<file path="config.mk">
export PLATFORM = sky130hd
export DESIGN_NAME = crc_serial_tx
export DESIGN_NICKNAME = d
export VERILOG_FILES = /design/src/rtl/crc_serial_tx.sv
export SDC_FILE = /design/constraint.sdc
export NUM_CORES = 1
export LEC_CHECK = 0
export ABC_CLOCK_PERIOD_IN_PS = 2000
export CAP_MARGIN = 20
export CORE_AREA = 2 2 91 58
export CTS_BUF_LIST = sky130_fd_sc_hd__clkbuf_8
export DETAILED_ROUTE_END_ITERATION = 7
export DIE_AREA = 0 0 93 60
export PLACE_DENSITY_LB_ADDON = 0.25
export REMOVE_ABC_BUFFERS = 1
export SYNTH_ARGS = -nofsm -noshare
export SYNTH_HDL_FRONTEND = slang
export SYNTH_SLANG_ARGS = --single-unit
</file>
<file path="constraint.sdc">
create_clock -name Clk -period 2 [get_ports Clk]
set_clock_uncertainty 0.05 [all_clocks]
set_input_delay 0.4 -clock Clk [delete_from_list [all_inputs] [get_ports Clk]]
set_output_delay 0.4 -clock Clk [all_outputs]
set_load 0.01 [all_outputs]
</file>
<file path="src/rtl/crc_serial_tx.sv">
// Serial frame transmitter: shifts a latched word out MSB-first on each Tick, then appends its CRC.
// Optional build macro CRC_XOROUT_EN inverts the final CRC before it is reported and transmitted.
module crc_serial_tx #(
  parameter int DATA_W = 16,
  parameter int CRC_W  = 8,
  parameter logic [CRC_W-1:0] POLY = 8'h07,
  parameter logic [CRC_W-1:0] INIT = 8'h00
) (
  input  logic              Clk,
  input  logic              Reset,
  input  logic              Tick,
  input  logic              Start,
  input  logic [DATA_W-1:0] Data_In,
  output logic              Busy,
  output logic              Tx_Bit,
  output logic              Tx_Valid,
  output logic              Done,
  output logic [CRC_W-1:0]  Crc_Out,
  output logic [1:0]        State_Dbg
);

  localparam int MAX_W = (DATA_W > CRC_W) ? DATA_W : CRC_W;
  localparam int CNT_W = $clog2(MAX_W) + 1;
  localparam logic [CNT_W-1:0] DATA_LAST = CNT_W'(DATA_W - 1);
  localparam logic [CNT_W-1:0] CRC_LAST  = CNT_W'(CRC_W - 1);

`ifdef CRC_XOROUT_EN
  localparam logic [CRC_W-1:0] XOROUT = '1;
`else
  localparam logic [CRC_W-1:0] XOROUT = '0;
`endif

  // State_Dbg mirrors this encoding; IDLE reads as 0.
  typedef enum logic [1:0] {S_IDLE, S_DATA, S_CRC, S_LAST} state_t;

  state_t              state_q, state_d;
  logic [DATA_W-1:0]   sh_q, sh_d;
  logic [CRC_W-1:0]    crc_q, crc_d;
  logic [CNT_W-1:0]    cnt_q, cnt_d;
  logic                tx_bit_q, tx_bit_d;
  logic                tx_valid_q, tx_valid_d;
  logic                done_q, done_d;
  logic [CRC_W-1:0]    crc_out_q, crc_out_d;
  logic [CRC_W-1:0]    crc_step;

  always_comb begin
    state_d    = state_q;
    sh_d       = sh_q;
    crc_d      = crc_q;
    cnt_d      = cnt_q;
    tx_bit_d   = tx_bit_q;
    tx_valid_d = tx_valid_q;
    done_d     = 1'b0;
    crc_out_d  = crc_out_q;
    crc_step   = {crc_q[CRC_W-2:0], 1'b0} ^
                 ((sh_q[DATA_W-1] ^ crc_q[CRC_W-1]) ? POLY : '0);

    case (state_q)
      S_IDLE: begin
        // A Tick coinciding with Start is deliberately not a bit period of this frame.
        if (Start) begin
          sh_d    = Data_In;
          crc_d   = INIT;
          cnt_d   = '0;
          state_d = S_DATA;
        end
      end
      S_DATA: begin
        if (Tick) begin
          tx_bit_d   = sh_q[DATA_W-1];
          tx_valid_d = 1'b1;
          sh_d       = {sh_q[DATA_W-2:0], 1'b0};
          if (cnt_q == DATA_LAST) begin
            crc_d     = crc_step ^ XOROUT;
            crc_out_d = crc_step ^ XOROUT;
            cnt_d     = '0;
            state_d   = S_CRC;
          end else begin
            crc_d = crc_step;
            cnt_d = cnt_q + CNT_W'(1);
          end
        end
      end
      S_CRC: begin
        if (Tick) begin
          tx_bit_d = crc_q[CRC_W-1];
          crc_d    = {crc_q[CRC_W-2:0], 1'b0};
          if (cnt_q == CRC_LAST) begin
            cnt_d   = '0;
            state_d = S_LAST;
          end else begin
            cnt_d = cnt_q + CNT_W'(1);
          end
        end
      end
      S_LAST: begin
        if (Tick) begin
          tx_bit_d   = 1'b0;
          tx_valid_d = 1'b0;
          done_d     = 1'b1;
          state_d    = S_IDLE;
        end
      end
      default: state_d = S_IDLE;
    endcase
  end

  always_ff @(posedge Clk or negedge Reset) begin
    if (!Reset) begin
      state_q    <= S_IDLE;
      sh_q       <= '0;
      crc_q      <= '0;
      cnt_q      <= '0;
      tx_bit_q   <= 1'b0;
      tx_valid_q <= 1'b0;
      done_q     <= 1'b0;
      crc_out_q  <= '0;
    end else begin
      state_q    <= state_d;
      sh_q       <= sh_d;
      crc_q      <= crc_d;
      cnt_q      <= cnt_d;
      tx_bit_q   <= tx_bit_d;
      tx_valid_q <= tx_valid_d;
      done_q     <= done_d;
      crc_out_q  <= crc_out_d;
    end
  end

  assign Busy      = (state_q != S_IDLE);
  assign Tx_Bit    = tx_bit_q;
  assign Tx_Valid  = tx_valid_q;
  assign Done      = done_q;
  assign Crc_Out   = crc_out_q;
  assign State_Dbg = state_q;

endmodule

</file>
==> results.md <==
- Pwr/cell area: 1470 nW/um2
- Worst-margin pin slew: 522 ps
- Peak supply drop: 872 uV
- Detailed Place HPWL: 2770 um
- Yosys top cell area share: 50.4%
- TritonCTS clock tree: done
- Setup violation total in the final timing report: 0
- Port Buffers: 33
- Gate Count Post-Synth: 202
- Placed Instances: 299
- Detail Route Antenna Nets: 0
- NumNets Final: 272
- Most frequent cell after synthesis: dfrtp_1
- Critical Path AT: 1480 ps
- Vias in the first global route: 1,423
- Die width: 93 um
- Core area: 4800 um2
- Synth-to-Final Area Change: 30.0%
- Worst EP required: 1550 ps
- Ant. Diodes: 0
- WS Path Type: register to primary output
- Fin crit period: 1930 ps
- Top cells by area, synth: dfrtp_1, mux2i_1, ha_1, a21oi_1, mux2_2
- Hold Buf Count CTS: 0
- Setup crit end kind: primary output
- CTS Sinks: 42
- CTS clk-pin slew, worst paths: 80 ps
- Fin. max-slew vios: 0
- Syn Area/Cell: 10.3 um2
- Post-synth EDFFs: 0
- Max Clk Rate: 0.517 GHz
- Pwr Total: 4.00 mW
- Cell Rows: 20
- Fin area: 2710 um2
- First DRT Iteration DRCs: 56
- CP max FO: 4
- CTS root buffer: clkbuf_8
- Die area: 5580 um2
- Yosys Warn Count: 0
- # DRC: 0
- Initial Util: 43.4%
- First-pass GRT wire length: 6890 um
- Top cells by count, synth: dfrtp_1, nand2_1, nor2_1
- Share of cells above drive strength 1: 17.6%
- Total track usage: 16.7%
- Post-synthesis register bit count: 42
- Final hold violations: 0
- Critical path startpoint category: register
- Final TNS setup: 0 ps
- Depth of the CTS H-tree: 2
- Setup ws final: 66.1 ps
- Clock latency on the worst-skew pair: 300 ps
- Hold crit path type: primary input to asynchronous set/reset pin
- Netlist area before placement: 2090 um2
- Dpl cell area: 2550 um2
- CTS Buf Count: 5
- Drt first pass iters: 4
- Distinct cells, synth: 35
- Final core utilization: 56.5%
- Post-route insts no fill: 311
- Pre-CTS setup slack: 55.0 ps
- Grt total ovfl: 0
- Cell taking the most area after synthesis: dfrtp_1
- Leakage power: 1.17 nW
- Status: complete, no violations
- Vias post-DR: 1,499
- Asr flop ratio synth: 100%
- Pin count of the biggest net entering global routing: 43
- Maxcap violations: 0
- Routed WL per cell: 13.1 um
- Routability cong.: 0.762
- Worst slew margin: 65.2%
- Vias per inst: 4.82
- Fin crit share: 96.7%
- I/O pins: 34
- Top_reg_cell synth: dfrtp_1
- Max clock buf depth: 2
- Initial antenna violation count: 0
- Final wirelength: 4060 um
- Seq/Total Area, Yosys: 50.4%
- DIE HEIGHT: 60 um
- Final hold slack: 109 ps
kinds of logic after synthesis:
group                      Yosys count  synth area share, %
AOI/OAI and AO/OA                   38                 11.2
xor gates and xnor gates             3                 1.26
adders and majority gates            8                 4.80
buffers and inverters               15                 3.66
DFF                                 42                 50.4
muxes                               24                 12.0
and+or+nand+nor                     72                 16.7
metal layers:
layer / up-vias / share of wire, % / track usage, %
met5: - / 0 / 0
met4: 0 / 0.79 / 6.93
met3: 2 / 4.6 / 5.55
met2: 27 / 41 / 23.3
met1: 693 / 53 / 23.8
li1: 777 / - / -
cells in the final DEF (no fill, tap or decap), types with 2 or more instances in the layout:
cell and instances:
dfrtp_1 40, clkdlybuf4s50_1 32, nor2_1 23, nand2_1 23, a21oi_1 19, mux2i_1 16, nand3_1 8, mux2_2 8
buf_4 8, o21ai_0 7, ha_1 5, clkbuf_8 5, inv_1 4, buf_12 4, o31ai_1 3, xnor2_1 3
nor3_1 3, dfrtp_2 2, inv_2 2, nand2b_1 2, or2_2 2, a2bb2oi_1 2, a221oi_1 2, ha_2 2
critical path, stage by stage (launching register included):
cell and delay, ps:
dfrtp_2 380, inv_2 60, ha_4 170, inv_1 50, clkdlybuf4s50_1 520
flip-flops by register name, indices dropped and copies added (netlist names):
name and cells:
Tx_Valid 1, sh_q 16, cnt_q 5, Crc_Out 8, Tx_Bit 1, State_Dbg 2
crc_q 8, Done 1
path summary, 6_finish.rpt:
| path | from | end | slack (ps) | depth (start not counted) |
|---|---|---|---|---|
| max | State_Dbg[0] | Busy | 70 | 4 |
| min | Reset | cnt_q[0] | 110 | 2 |
| max reg2reg | State_Dbg[0] | State_Dbg[1] | 110 | 5 |
| min reg2reg | crc_q[5] | crc_q[5] | 440 | 2 |
| max in group asynchronous | Reset | State_Dbg[1] | 1420 | 2 |
| min in group Clk | crc_q[5] | crc_q[5] | 440 | 2 |
area by class of cell:
| cell class | count | area (um2) |
|---|---|---|
| Timing Repair Buffer | 45 | 465 |
| Tap cell | 66 | 82.6 |
| Clock inverter | 3 | 41.3 |
| Inverter | 5 | 18.8 |
| Sequential cell | 42 | 1050 |
| Clock buffer | 5 | 68.8 |
| Multi-Input combinational cell | 145 | 982 |
| Fill cell | 444 | 2090 |
where the power goes:
part           internal [mW]  switching, mW
Sequential              1.13          0.160
Clock                  0.367          0.292
Combinational          0.980           1.07
Total                   2.48           1.52
timing repair:
item | in CTS | in global routing
resized for setup | 4 | 5
pin swaps | 0 | 1
endpoints found under the setup margin | 1 | 10
setup buffers | 2 | 2
Power figures use the tool's default switching activity.
